<file path="src/rtl/add_result_acc.sv">
// Groups consecutive adder sums into GROUP_LEN-sample totals and queues them in a small ready/valid FIFO.
// Optional ACC_DROP_CNT_EN adds a saturating count of discarded results on port drop_cnt.
module add_result_acc #(
    parameter int GROUP_LEN  = 8,
    parameter int ACC_W      = 16,
    parameter int FIFO_DEPTH = 4
) (
    input  logic             clk,
    input  logic             rst_n,
    input  logic [9:0]       in_data,
    input  logic             in_valid,
    input  logic             flush,
    output logic [ACC_W-1:0] out_data,
    output logic [7:0]       out_cnt,
    output logic             out_ovf,
    output logic             out_valid,
    input  logic             out_ready,
    output logic             drop
`ifdef ACC_DROP_CNT_EN
    ,
    output logic [7:0]       drop_cnt
`endif
);

    localparam int AW = $clog2(FIFO_DEPTH);
    localparam int EW = ACC_W + 9;

    logic [ACC_W-1:0] acc_q, acc_d;
    logic [7:0]       cnt_q, cnt_d;
    logic             ovf_q, ovf_d;
    logic [AW:0]      wr_q, wr_d, rd_q, rd_d;
    logic             drop_q, drop_d;
    logic [EW-1:0]    head_q, head_d;
    logic [EW-1:0]    mem [FIFO_DEPTH];

    logic [ACC_W:0]   sum;
    logic [ACC_W-1:0] acc_s;
    logic [7:0]       cnt_s;
    logic             ovf_s;
    logic             close, empty, full, pop, push_ok, discard;
    logic [EW-1:0]    push_entry;

    always_comb begin
        sum   = {1'b0, acc_q} + {{(ACC_W-9){1'b0}}, in_data};
        acc_s = acc_q;
        cnt_s = cnt_q;
        ovf_s = ovf_q;
        if (in_valid) begin
            cnt_s = cnt_q + 8'd1;
            if (sum[ACC_W]) begin
                acc_s = '1;
                ovf_s = 1'b1;
            end else begin
                acc_s = sum[ACC_W-1:0];
            end
        end
        // The group state after this edge's sample decides the close, so flush+sample closes with the sample included.
        close      = (in_valid && cnt_s == 8'(GROUP_LEN)) || (flush && cnt_s != 8'd0);
        push_entry = {acc_s, cnt_s, ovf_s};

        empty   = (wr_q == rd_q);
        full    = (wr_q[AW] != rd_q[AW]) && (wr_q[AW-1:0] == rd_q[AW-1:0]);
        pop     = !empty && out_ready;
        push_ok = close && (!full || pop);
        discard = close && full && !pop;

        acc_d  = close ? '0    : acc_s;
        cnt_d  = close ? 8'd0  : cnt_s;
        ovf_d  = close ? 1'b0  : ovf_s;
        wr_d   = wr_q + (AW+1)'(push_ok);
        rd_d   = rd_q + (AW+1)'(pop);
        drop_d = drop_q | discard;

        // Head register tracks the entry at the next read pointer; forward the new entry when it becomes the head.
        head_d = head_q;
        if (wr_d != rd_d) begin
            if (push_ok && rd_d == wr_q) head_d = push_entry;
            else                         head_d = mem[rd_d[AW-1:0]];
        end
    end

    always_ff @(posedge clk) begin
        if (!rst_n) begin
            acc_q  <= '0;
            cnt_q  <= '0;
            ovf_q  <= 1'b0;
            wr_q   <= '0;
            rd_q   <= '0;
            drop_q <= 1'b0;
            head_q <= '0;
        end else begin
            acc_q  <= acc_d;
            cnt_q  <= cnt_d;
            ovf_q  <= ovf_d;
            wr_q   <= wr_d;
            rd_q   <= rd_d;
            drop_q <= drop_d;
            head_q <= head_d;
        end
    end

    always_ff @(posedge clk) begin
        if (rst_n && push_ok) mem[wr_q[AW-1:0]] <= push_entry;
    end

    assign out_data  = head_q[EW-1 -: ACC_W];
    assign out_cnt   = head_q[8:1];
    assign out_ovf   = head_q[0];
    assign out_valid = !empty;
    assign drop      = drop_q;

`ifdef ACC_DROP_CNT_EN
    logic [7:0] dcnt_q, dcnt_d;

    always_comb begin
        dcnt_d = dcnt_q;
        if (discard && dcnt_q != 8'hFF) dcnt_d = dcnt_q + 8'd1;
    end

    always_ff @(posedge clk) begin
        if (!rst_n) dcnt_q <= '0;
        else        dcnt_q <= dcnt_d;
    end

    assign drop_cnt = dcnt_q;
`endif

endmodule

</file>
<file path="config.mk">
export PLATFORM = sky130hd
export DESIGN_NAME = add_result_acc
export DESIGN_NICKNAME = d
export VERILOG_FILES = /design/src/rtl/add_result_acc.sv
export SDC_FILE = /design/constraint.sdc
export NUM_CORES = 1
export LEC_CHECK = 0
export CORE_ASPECT_RATIO = 0.8
export CORE_MARGIN = 4
export CORE_UTILIZATION = 30
export CTS_CLUSTER_SIZE = 10
export DETAILED_ROUTE_END_ITERATION = 8
export GPL_ROUTABILITY_DRIVEN = 0
export SETUP_SLACK_MARGIN = 0.1
export SLEW_MARGIN = 5
export SYNTH_ARGS = -nofsm -noshare
export SYNTH_HDL_FRONTEND = slang
export SYNTH_SLANG_ARGS = --single-unit
</file>
<file path="constraint.sdc">
create_clock -name clk -period 8.3 [get_ports clk]
set_input_delay 1.66 -clock clk [delete_from_list [all_inputs] [get_ports clk]]
set_output_delay 1.66 -clock clk [all_outputs]
set_load 0.1 [all_outputs]
</file>
; ---- Word level (Yosys, flattened, before mapping)
; Memories as Yosys holds them, arrays and structs flattened.
; Cells that the tools add are included.
[word_totals]
regBits = 57
ram_bits = 100
input_bits = 15
output_inout_bits = 27
word_cells = 44
memories = 1
[classes]
add_sub_neg = 4
n_eq_ne = 6
mux = 8
bitwise_logic = 2
reduce_logical = 16
[memory_table]
columns = name, depth, word_bits, read_ports, rd_ports_with_merged_regs, write_ports, line
row1 = mem, 4, 25, 1, 0, 1, 34  ; logic [EW-1:0] mem [FIFO_DEPTH];
[op_table]
columns = cell, n
row1 = $mux W16, 2
row2 = $mux W25, 1
row3 = $add A16 B10 Y17, 1
row4 = $logic_and A1 B1 Y1, 9
row5 = $add A8 B1 Y8 const B, 1
row6 = $eq A8 B4 Y1 const B, 1
row7 = $mux W8, 1
row8 = $reduce_bool A8 Y1, 1
row9 = $add A3 B1 Y3, 2
row10 = $eq A3 B3 Y1, 2
row11 = $mux W1, 4
row12 = $logic_not A1 Y1, 3
row13 = $ne A3 B3 Y1, 1
row14 = $eq A2 B2 Y1, 1
row15 = $logic_or A1 B1 Y1, 2
row16 = $reduce_or A2 Y1, 1
row17 = $ne A1 B1 Y1, 1
row18 = $not A1 Y1, 1
row19 = $or A1 B1 Y1, 1

; ---- Depth between registers and ports, before layout
; Gate-level depths: netlist (run 1).
[depth]
ltp_word = 9
mapped_depth = 15
ltp_nobuf = 13

; ---- Least setup slack after synthesis (run 1)
; Ideal clock, no wire load.
[synth_path]
kind = input -> register
start = in in_valid
end = reg head_q[20]
setup_time_ns = 0.071
arrival_time_ns = 4.173
required_time_ns = 8.229
setup_slack_ns = 4.056
cell_stages = 14
n_path_buf = 2
cell_sequence = buf_4 > nand3_1 > o21a_1 > nor4b_1 > nand2_1 > a2bb2oi_1 > nor2_1 > ha_1 > ha_1 > xnor2_1 > nand3_1 > clkbuf_1 > o21ai_0 > a21oi_1
[synth_between]
elab_chain_cells = 7
word_cells_on_any_way = 12
cone_classes = 1 x add/sub / 2 x eq/ne / 3 x mux / 6 x reduce/logical
[synth_lines]
columns = element, line
row1 = from (decl), 11  ; input logic in_valid,
row2 = $mux W8, 48  ; if (in_valid) begin
row3 = $eq A8 B4 Y1 or $reduce_bool A8 Y1 (tied branches), 58  ; close = (in_valid && cnt_s == 8'(GROUP_LEN)) || (flush && cnt_s != 8'd0);
row4 = $logic_and A1 B1 Y1, 58
row5 = $logic_or A1 B1 Y1 *, 58
row6 = $logic_and A1 B1 Y1 *, 64  ; push_ok = close && (!full || pop);
row7 = $add A3 B1 Y3 *, 70  ; wr_d = wr_q + (AW+1)'(push_ok);
row8 = named net wr_d[1], 31  ; logic [AW:0] wr_q, wr_d, rd_q, rd_d;
row9 = $ne A3 B3 Y1 *, 76  ; if (wr_d != rd_d) begin
row10 = to (signal assigned), 90  ; head_q <= '0;
row11 = to (signal assigned), 98  ; head_q <= head_d;
row12 = to (decl), 33  ; logic [EW-1:0] head_q, head_d;
; The timed path passes the listed nets; every way through them passes the cells marked *.
; A chain may end at the register's enable or synchronous reset.

; ---- Worst setup path after layout (run 1)
[layout_path]
start = in in_valid
end = reg head_q[2]
[layout_between]
elab_chain_cells = 7
word_cells_on_any_way = 11
cone_classes = 1 x add/sub / 2 x eq/ne / 2 x mux / 6 x reduce/logical
[layout_lines]
columns = element, line
row1 = $mux W8 *, 48
row2 = named net cnt_s[4], 38  ; logic [7:0] cnt_s;
row3 = $eq A8 B4 Y1 or $reduce_bool A8 Y1 (tied branches), 58
row4 = $logic_and A1 B1 Y1, 58
row5 = $logic_or A1 B1 Y1 *, 58
row6 = $logic_and A1 B1 Y1 *, 64
row7 = $add A3 B1 Y3 *, 70
row8 = named net wr_d[1], 31
row9 = $ne A3 B3 Y1 *, 76
; Marks and branches as above.

==> flow_metrics.tcl, run 1 <==
set metrics [dict create \
    whs_path_depth 1 \
    drv_cap 0 \
    min_period_ns 5.59 \
    required_ns 8.57 \
    synthCells 519 \
    clock_sinks 157 \
    grt_max_degree 51 \
    hp-class "reg -> reg" \
    wl_per_cell_um 17.2 \
    reg2reg_depth 13 \
    cp_max_fo 50 \
    yosysMostFrequentCell "edfxtp_1" \
    clk-insertion-delay-late_ns 0.43 \
    clk_pin_slew_ns 0.06 \
    worstHoldStart "drop" \
    netlist.area_leader.share 0.435 \
    post-cts-setup-buffers 0 \
    timing.rr.start "cnt_q[0]" \
    vias 4306 \
    synth-edff-count 100 \
    layout-drive-gt1-share 0.140 \
    grt_overflow_total 0 \
    reg2reg_slack_ns 4.03 \
    fin_skew_ns 0.0223 \
    port_buffers 41 \
    synth_top_area_cell "edfxtp_1" \
    setup_viol 0 \
    setup_ws_ns 2.71 \
    drc_errors 0 \
    yosys_most_used_dff "edfxtp_1" \
    start_util 0.306 \
    avgSynthCellArea_um2 13.3 \
    multi_input_area_um2 2580 \
    die-area_um2 25500 \
    pre_cts_slack_ns 2.30 \
    fin_nets 591 \
    fp.dieH_um 144 \
    cts_hold_buf 0 \
    core.rowCount 49 \
    yosysSeqAreaShare 0.600 \
    cp.arrival_ns 5.86 \
    power_w 0.00262 \
    hold_viol 0 \
    postRouteAntennaNets 0 \
    slew_viol_final 0 \
    endpoint_kind "register" \
    fmax_mhz 179 \
    dp_hpwl_um 9360 \
    syn2layout_area_growth_pct 19.3 \
    synth_top_cells_by_count "edfxtp_1, dfxtp_1, o21ai_0" \
    crit_type "in -> reg" \
    synth_warnings 0 \
    clockBufferDepth 2 \
    ys_seq_elements 157 \
    drt_iter0_drc 300 \
    tns_ns 0 \
    min_to "drop" \
    grt_pass1_vias 4361 \
    rsz0062_at_grt "no" \
    die_x_um 178 \
    p_leak_nw 2.92 \
    grt_pass1_wl_um 24300 \
    cts_tree "done" \
    worstReg2RegEnd "head_q[2]" \
    async_flop_share 0 \
    synth.distinct_cells 62 \
    cts_buffers 17 \
    first_pass_iters 4 \
    synth_area_leaders "edfxtp_1, dfxtp_1, mux4_2" \
    htree_levels 4 \
    vdd_drop_max_v 0.000164 \
    hold-worst-slack_ns 0.473 \
    routed_wirelength_um 15100 \
    fillerInstances 2200 \
    synth_area_um2 6910 \
    ios 42 \
    powerDensity_nw_per_um2 318 \
    seq_area_um2 4140 \
    viasPerCell 4.90 \
    fin_util 0.365 \
    worstMarginPinSlew_ns 0.999 \
    start_kind "input port" \
    timing.slew.headroom 0.332 \
    core_um2 22600 \
    grt_usage 0.125 \
    diodes 0 \
    min_period_over_period 0.674 \
    ctsResizeCount 0 \
    cts-root-buf "clkbuf_16" \
    synth_nets 550 \
    antenna_found_initial 0 \
    status "finished clean" \
]
-- routing by layer --
metal  share of wire  GRT usage
met1            0.48      0.169
met2            0.47      0.196
met3           0.042     0.0350
met4          0.0091     0.0378
met5               0          0
-- critical path, stage by stage --
cell and delay [ns]:
clkdlybuf4s50_1 0.47, buf_4 0.32, nand4_1 0.16, xnor2_1 0.26, nor4b_1 0.48, nand2_1 0.11, a2bb2oi_1 0.23, nor2_1 0.12
ha_1 0.24, ha_1 0.31, xnor2_1 0.19, nand3_2 0.72, o21ai_0 0.50, a21oi_1 0.07
-- through the flow --
step | cells | area (µm²)
final | 879 | 8240
after global routing | 879 | 8240
after CTS | 879 | 8240
after detailed placement | 847 | 7630
after global placement | 847 | 7630
after floorplan | 519 | 6910
-- cells in the final DEF (no fill, tap or decap), types with 3 or more instances in the layout --
cell and count:
nor2b_1 7, o21a_1 3, clkinv_2 4, a21oi_1 19
mux2_2 3, nand2b_1 14, nor3_1 8, o31ai_1 3
buf_4 7, a31oi_1 15, mux4_2 25, xnor2_1 16
and2_1 8, mux2i_1 14, nor2_1 30, a211oi_1 4
xor2_1 9, clkbuf_1 3, clkbuf_16 19, nand4_1 4
o21ai_0 31, nand3_1 18, and3_1 15, ha_1 15
dfxtp_1 57, edfxtp_1 100, nand2_1 14, clkdlybuf4s50_1 41
inv_1 17
-- cell type report --
cell class	instances	share of cell area
repair buffers	48	0.0562
well taps	306	0.0465
multi-input cells	319	0.313
clock inverters	9	0.0129
clock buffers	23	0.0607
flip-flops and latches	157	0.503
inverters	17	0.00774
-- flip-flops by register name (all words and copies together), names as in the netlist --
| signal | count |
|---|---|
| mem | 100 |
| head_q | 25 |
| acc_q | 16 |
| cnt_q | 8 |
| rd_q | 3 |
| wr_q | 3 |
| drop | 1 |
| ovf_q | 1 |
-- worst max path at each step --
stage | start | endpoint | slack [ns]
3_5_place_dp | in_valid | head_q[5] | 2.30
5_1_grt | in_valid | head_q[17] | 2.33
4_1_cts | in_valid | head_q[9] | 2.75
6_report | in_valid | head_q[2] | 2.71
2_1_floorplan | in_valid | head_q[20] | 4.06
3_3_place_gp | in_valid | head_q[21] | 2.57
-- report_power, final --
part           internal (W)  total (W)  leakage, nW  switching (W)
clock network      0.000487   0.000788        0.302       0.000301
logic              0.000273   0.000896         1.23       0.000623
registers          0.000899   0.000935         1.38      0.0000362
total               0.00166    0.00262         2.92       0.000960
-- cells by family after synthesis --
| logic type | share of synthesized area |
|---|---|
| buffers and inverters | 0.0277 |
| and+or+nand+nor | 0.107 |
| adders and majority gates | 0.0301 |
| xor gates and xnor gates | 0.0350 |
| muxes | 0.107 |
| DFF | 0.600 |
| AOI/OAI and AO/OA | 0.0938 |
(Power assumes the default switching activity.)
==> inputs of run 2 (changes only) <==
- clock period: 8.3 -> 4.7 ns (I/O delays scaled with it)
==> run 2 against run 1 <==
Compared with the run above: clock power rose by 74%; register-to-register slack got worse by 2.8 ns; worst hold slack got worse by 0.0042 ns; utilization rose by 0.18 points; die area did not move; sequential power rose by 76%; clock skew fell by 0.0093 ns; final cell count rose by 0.80%; final area rose by 0.50%; global-route usage fell by 0.18 points; via count fell by 0.46%.
==> flow_metrics.tcl, run 2 (same netlist as run 1, synthesis figures left out) <==
set metrics [dict create \
    core_um2 22600 \
    crit_type "in -> reg" \
    worstMarginPinSlew_ns 1.06 \
    post-cts-setup-buffers 0 \
    slew_viol_final 0 \
    cts_tree "done" \
    powerDensity_nw_per_um2 558 \
    ctsResizeCount 0 \
    cp-startpoint "in_valid" \
    rsz0062_at_grt "no" \
    die_x_um 178 \
    vdd_drop_max_v 0.000254 \
    largest_register_ff_count 100 \
    fin_skew_ns 0.0130 \
    drc_errors 0 \
    reg2reg_depth 12 \
    diodes 0 \
    start_util 0.306 \
    intPower_w 0.00292 \
    htree_levels 4 \
    cts_buffers 17 \
    drt_iter0_drc 297 \
    comb_power_share 0.348 \
    tns_ns 0 \
    seq_area_um2 4140 \
    fin_nets 598 \
    dp_hpwl_um 9510 \
    required_ns 5.04 \
    grt_usage 0.123 \
    postRouteAntennaNets 0 \
    clock_sinks 157 \
    ios 42 \
    grt_pass1_vias 4385 \
    clk_pin_slew_ns 0.06 \
    final_common_cell "edfxtp_1" \
    wl_per_cell_um 16.6 \
    first_pass_iters 4 \
    min_period_ns 3.79 \
    reg2reg_slack_ns 1.24 \
    final_cell_mix "edfxtp_1, dfxtp_1, clkdlybuf4s50_1" \
    grt_pass1_wl_um 24000 \
    endpoint_kind "register" \
    cp.arrival_ns 4.13 \
    cts_hold_buf 0 \
    fin_util 0.367 \
    setup_viol 0 \
    syn2layout_area_growth_pct 19.9 \
    hp-class "reg -> reg" \
    switching_share 0.367 \
    core.rowCount 49 \
    worstReg2RegEnd "head_q[18]" \
    p_leak_nw 2.94 \
    clk-insertion-delay-late_ns 0.42 \
    grt_max_degree 50 \
    multi_input_area_um2 2580 \
    switchingPower_w 0.00170 \
    antenna_found_initial 0 \
    fillerInstances 2158 \
    clockPowerShare 0.296 \
    clockBufferDepth 2 \
    timing.rr.start "wr_q[0]" \
    viasPerCell 4.84 \
    cts-root-buf "clkbuf_16" \
    cp_max_fo 28 \
    layout-drive-gt1-share 0.148 \
    min_period_over_period 0.806 \
    fmax_mhz 264 \
    port_buffers 41 \
    timing.slew.headroom 0.293 \
    fp.dieH_um 144 \
    vias 4286 \
    drv_cap 0 \
    routed_wirelength_um 14700 \
    cp-endpoint "head_q[12]" \
    grt_overflow_total 0 \
    pwr-share-seq 0.356 \
    status "finished clean" \
    die-area_um2 25500 \
    start_kind "input port" \
    hold_viol 0 \
]
[run 2: cell types whose count changed in the layout (fill, tap and decap cells not counted), moves of 2 or more]
| cell | before | now |
|---|---|---|
| and4b_2 | 2 | 0 |
| clkbuf_1 | 3 | 1 |
| clkbuf_16 | 19 | 17 |
| buf_4 | 7 | 14 |
| and4b_1 | 0 | 2 |
| clkinv_4 | 2 | 4 |
[run 2: how the worst min path moves through the flow]
stage	start	to	slack, ns	depth (start not counted)
6_report	drop	drop	0.47	1
5_1_grt	drop	drop	0.50	1
3_5_place_dp	drop	drop	0.46	1
4_1_cts	drop	drop	0.47	1
2_1_floorplan	ovf_q	mem[0][0]	0.52	1
3_3_place_gp	drop	drop	0.45	1
[run 2: worst max-delay path: stages]
cell and delay, ns:
clkdlybuf4s50_1 0.63, nand3_1 0.18, o21a_1 0.23, nor4b_1 0.42
nand2_1 0.09, a2bb2oi_1 0.22, nor2_1 0.11, ha_1 0.19
ha_1 0.30, xnor2_1 0.14, nand3_2 0.10, buf_4 0.29
o21ai_0 0.13, a31oi_1 0.16
[run 2: per-stage QoR]
step / power [W] / worst slack [ns] / hold WS, ns / std cells / area [µm²]
after floorplan: 0.00293 / 0.966 / 0.518 / 519 / 6910
after global placement: 0.00328 / 0.506 / 0.451 / 854 / 7680
after detailed placement: 0.00330 / 0.495 / 0.459 / 854 / 7680
after CTS: 0.00468 / 0.936 / 0.473 / 886 / 8280
after global routing: 0.00486 / 0.578 / 0.496 / 886 / 8280
final: 0.00462 / 0.913 / 0.469 / 886 / 8280
[run 2: layout make-up]
| class | count | area share |
|---|---|---|
| clock buffer | 18 | 0.0518 |
| clock inverter | 14 | 0.0204 |
| inverter | 17 | 0.00771 |
| multi-input combinational | 319 | 0.311 |
| sequential | 157 | 0.500 |
| tap | 306 | 0.0462 |
| timing repair buffer | 55 | 0.0622 |
[run 2: power groups by stage]
stage               sequential, W  combinational (W)  clock (W)
CTS                       0.00165            0.00163    0.00140
finish                    0.00165            0.00161    0.00137
global placement          0.00167            0.00161          0
detailed placement        0.00167            0.00163          0
global route              0.00166            0.00173    0.00147
floorplan                 0.00220           0.000733          0
[run 2: per-layer routing]
metal / part of all wire / track usage
met1: 0.46 / 0.158
met2: 0.49 / 0.198
met3: 0.044 / 0.0397
met4: 0.0059 / 0.0407
met5: 0 / 0
==> inputs of run 3 (changes only) <==
- clock period: 4.7 -> 3.8 ns (I/O delays scaled with it)
==> run 3 against run 2 <==
Compared with the run above: global-route usage rose by 0.32 points; non-clock buffer count increased by 17; worst setup slack got worse by 0.53 ns; flip-flop and latch count did not move; combinational power grew 29%; critical path depth is 1 higher; via count is 2.3% higher; critical endpoint is now head_q[8].
==> flow_metrics.tcl, run 3 (same netlist as run 1, synthesis figures left out) <==
set metrics [dict create \
    status "finished clean" \
    whs_path_depth 1 \
    cp_max_fo 22 \
    setup_ws_ns 0.383 \
    drv_cap 0 \
    cts-root-buf "clkbuf_16" \
    fin_skew_ns 0.00799 \
    grt_overflow_total 0 \
    layout-drive-gt1-share 0.181 \
    wl_per_cell_um 17.1 \
    fmax_mhz 293 \
    final_common_cell "edfxtp_1" \
    grt_usage 0.126 \
    drc_errors 0 \
    final_cell_mix "edfxtp_1, dfxtp_1, clkdlybuf4s50_1" \
    dp_hpwl_um 10000 \
    largest_register_ff_count 100 \
    min_period_ns 3.42 \
    clock_sinks 157 \
    slew_viol_final 0 \
    port_buffers 41 \
    antenna_found_initial 0 \
    start_util 0.306 \
    clk-insertion-delay-late_ns 0.42 \
    grt_max_degree 29 \
    cts_tree "done" \
    ios 42 \
    crit_type "in -> reg" \
    start_kind "input port" \
    cts_buffers 17 \
    routed_wirelength_um 15500 \
    rsz0062_at_grt "no" \
    post-cts-setup-buffers 0 \
    power_w 0.00591 \
    instances_no_fill 903 \
    postRouteAntennaNets 0 \
    clk_pin_slew_ns 0.06 \
    viasPerCell 4.85 \
    grt_pass1_wl_um 24700 \
    hp-class "reg -> reg" \
    min_period_over_period 0.899 \
    cp.arrival_ns 3.73 \
    core.rowCount 49 \
    endpoint_kind "register" \
    worstMarginPinSlew_ns 0.997 \
    htree_levels 4 \
    hold_viol 0 \
    fin_nets 615 \
    syn2layout_area_growth_pct 23.2 \
    diodes 0 \
    fp.dieH_um 144 \
    first_pass_iters 4 \
    dp.cells 871 \
    drt_iter0_drc 319 \
    clockBufferDepth 2 \
    die-area_um2 25500 \
    timing.slew.headroom 0.333 \
    ctsResizeCount 0 \
    grt_pass1_vias 4612 \
    reg2reg_depth 13 \
    required_ns 4.11 \
    core_um2 22600 \
    p_leak_nw 3.05 \
    pre_cts_slack_ns -0.162 \
    powerDensity_nw_per_um2 694 \
    setup_viol 0 \
    cts_hold_buf 0 \
    vias 4383 \
    die_x_um 178 \
    vdd_drop_max_v 0.000310 \
]
-- run 3: metrics by stage --
stage | TNS [ns] | area [µm²] | hold slack (ns) | util
after global routing | 0 | 8510 | 0.500 | 0.377
after detailed placement | -2.20 | 7870 | 0.463 | 0.349
final | 0 | 8510 | 0.475 | 0.377
after floorplan | 0 | 6910 | 0.518 | -
after CTS | 0 | 8510 | 0.478 | 0.377
after global placement | 0 | 7870 | 0.448 | 0.349
-- run 3: worst paths after layout --
| check | start | slack, ns | to |
|---|---|---|---|
| hold / removal | drop | 0.48 | drop |
| hold reg to reg | drop | 0.48 | drop |
| setup reg to reg | wr_q[1] | 0.56 | head_q[14] |
| setup / recovery | in_valid | 0.38 | head_q[8] |
-- run 3: metal layers --
| metal | track usage | wire length, µm | vias to the layer above |
|---|---|---|---|
| met1 | 0.167 | 6830 | 2152 |
| met3 | 0.0292 | 992 | 17 |
| met5 | 0 | 0 | - |
| li1 | - | - | 2106 |
| met2 | 0.206 | 7430 | 108 |
| met4 | 0.0415 | 209 | 0 |
-- run 3: power breakdown --
part / internal (W) / total, W / leakage (nW) / switching, W
Clock: 0.00111 / 0.00181 / 0.297 / 0.000697
Combinational: 0.000669 / 0.00207 / 1.37 / 0.00140
Sequential: 0.00196 / 0.00203 / 1.38 / 0.0000735
Total: 0.00374 / 0.00591 / 3.05 / 0.00217
-- run 3: critical path: stages --
cell and delay (ns):
clkdlybuf4s50_1 0.48, buf_4 0.18, and3_1 0.18, xnor2_1 0.12, a31o_1 0.28, nand3_1 0.10
a2bb2oi_1 0.21, nor2_1 0.09, ha_1 0.18, ha_1 0.30, xnor2_1 0.19, nand3_2 0.15
buf_4 0.23, o21ai_0 0.21, a21oi_1 0.06
-- run 3: area by class of cell --
type,count,area [µm²]
Fill cell,2183,14000
Multi-Input combinational cell,319,2590
Clock inverter,15,208
Clock buffer,17,425
Timing Repair Buffer,72,703
Tap cell,306,383
Inverter,17,63.8
Sequential cell,157,4140
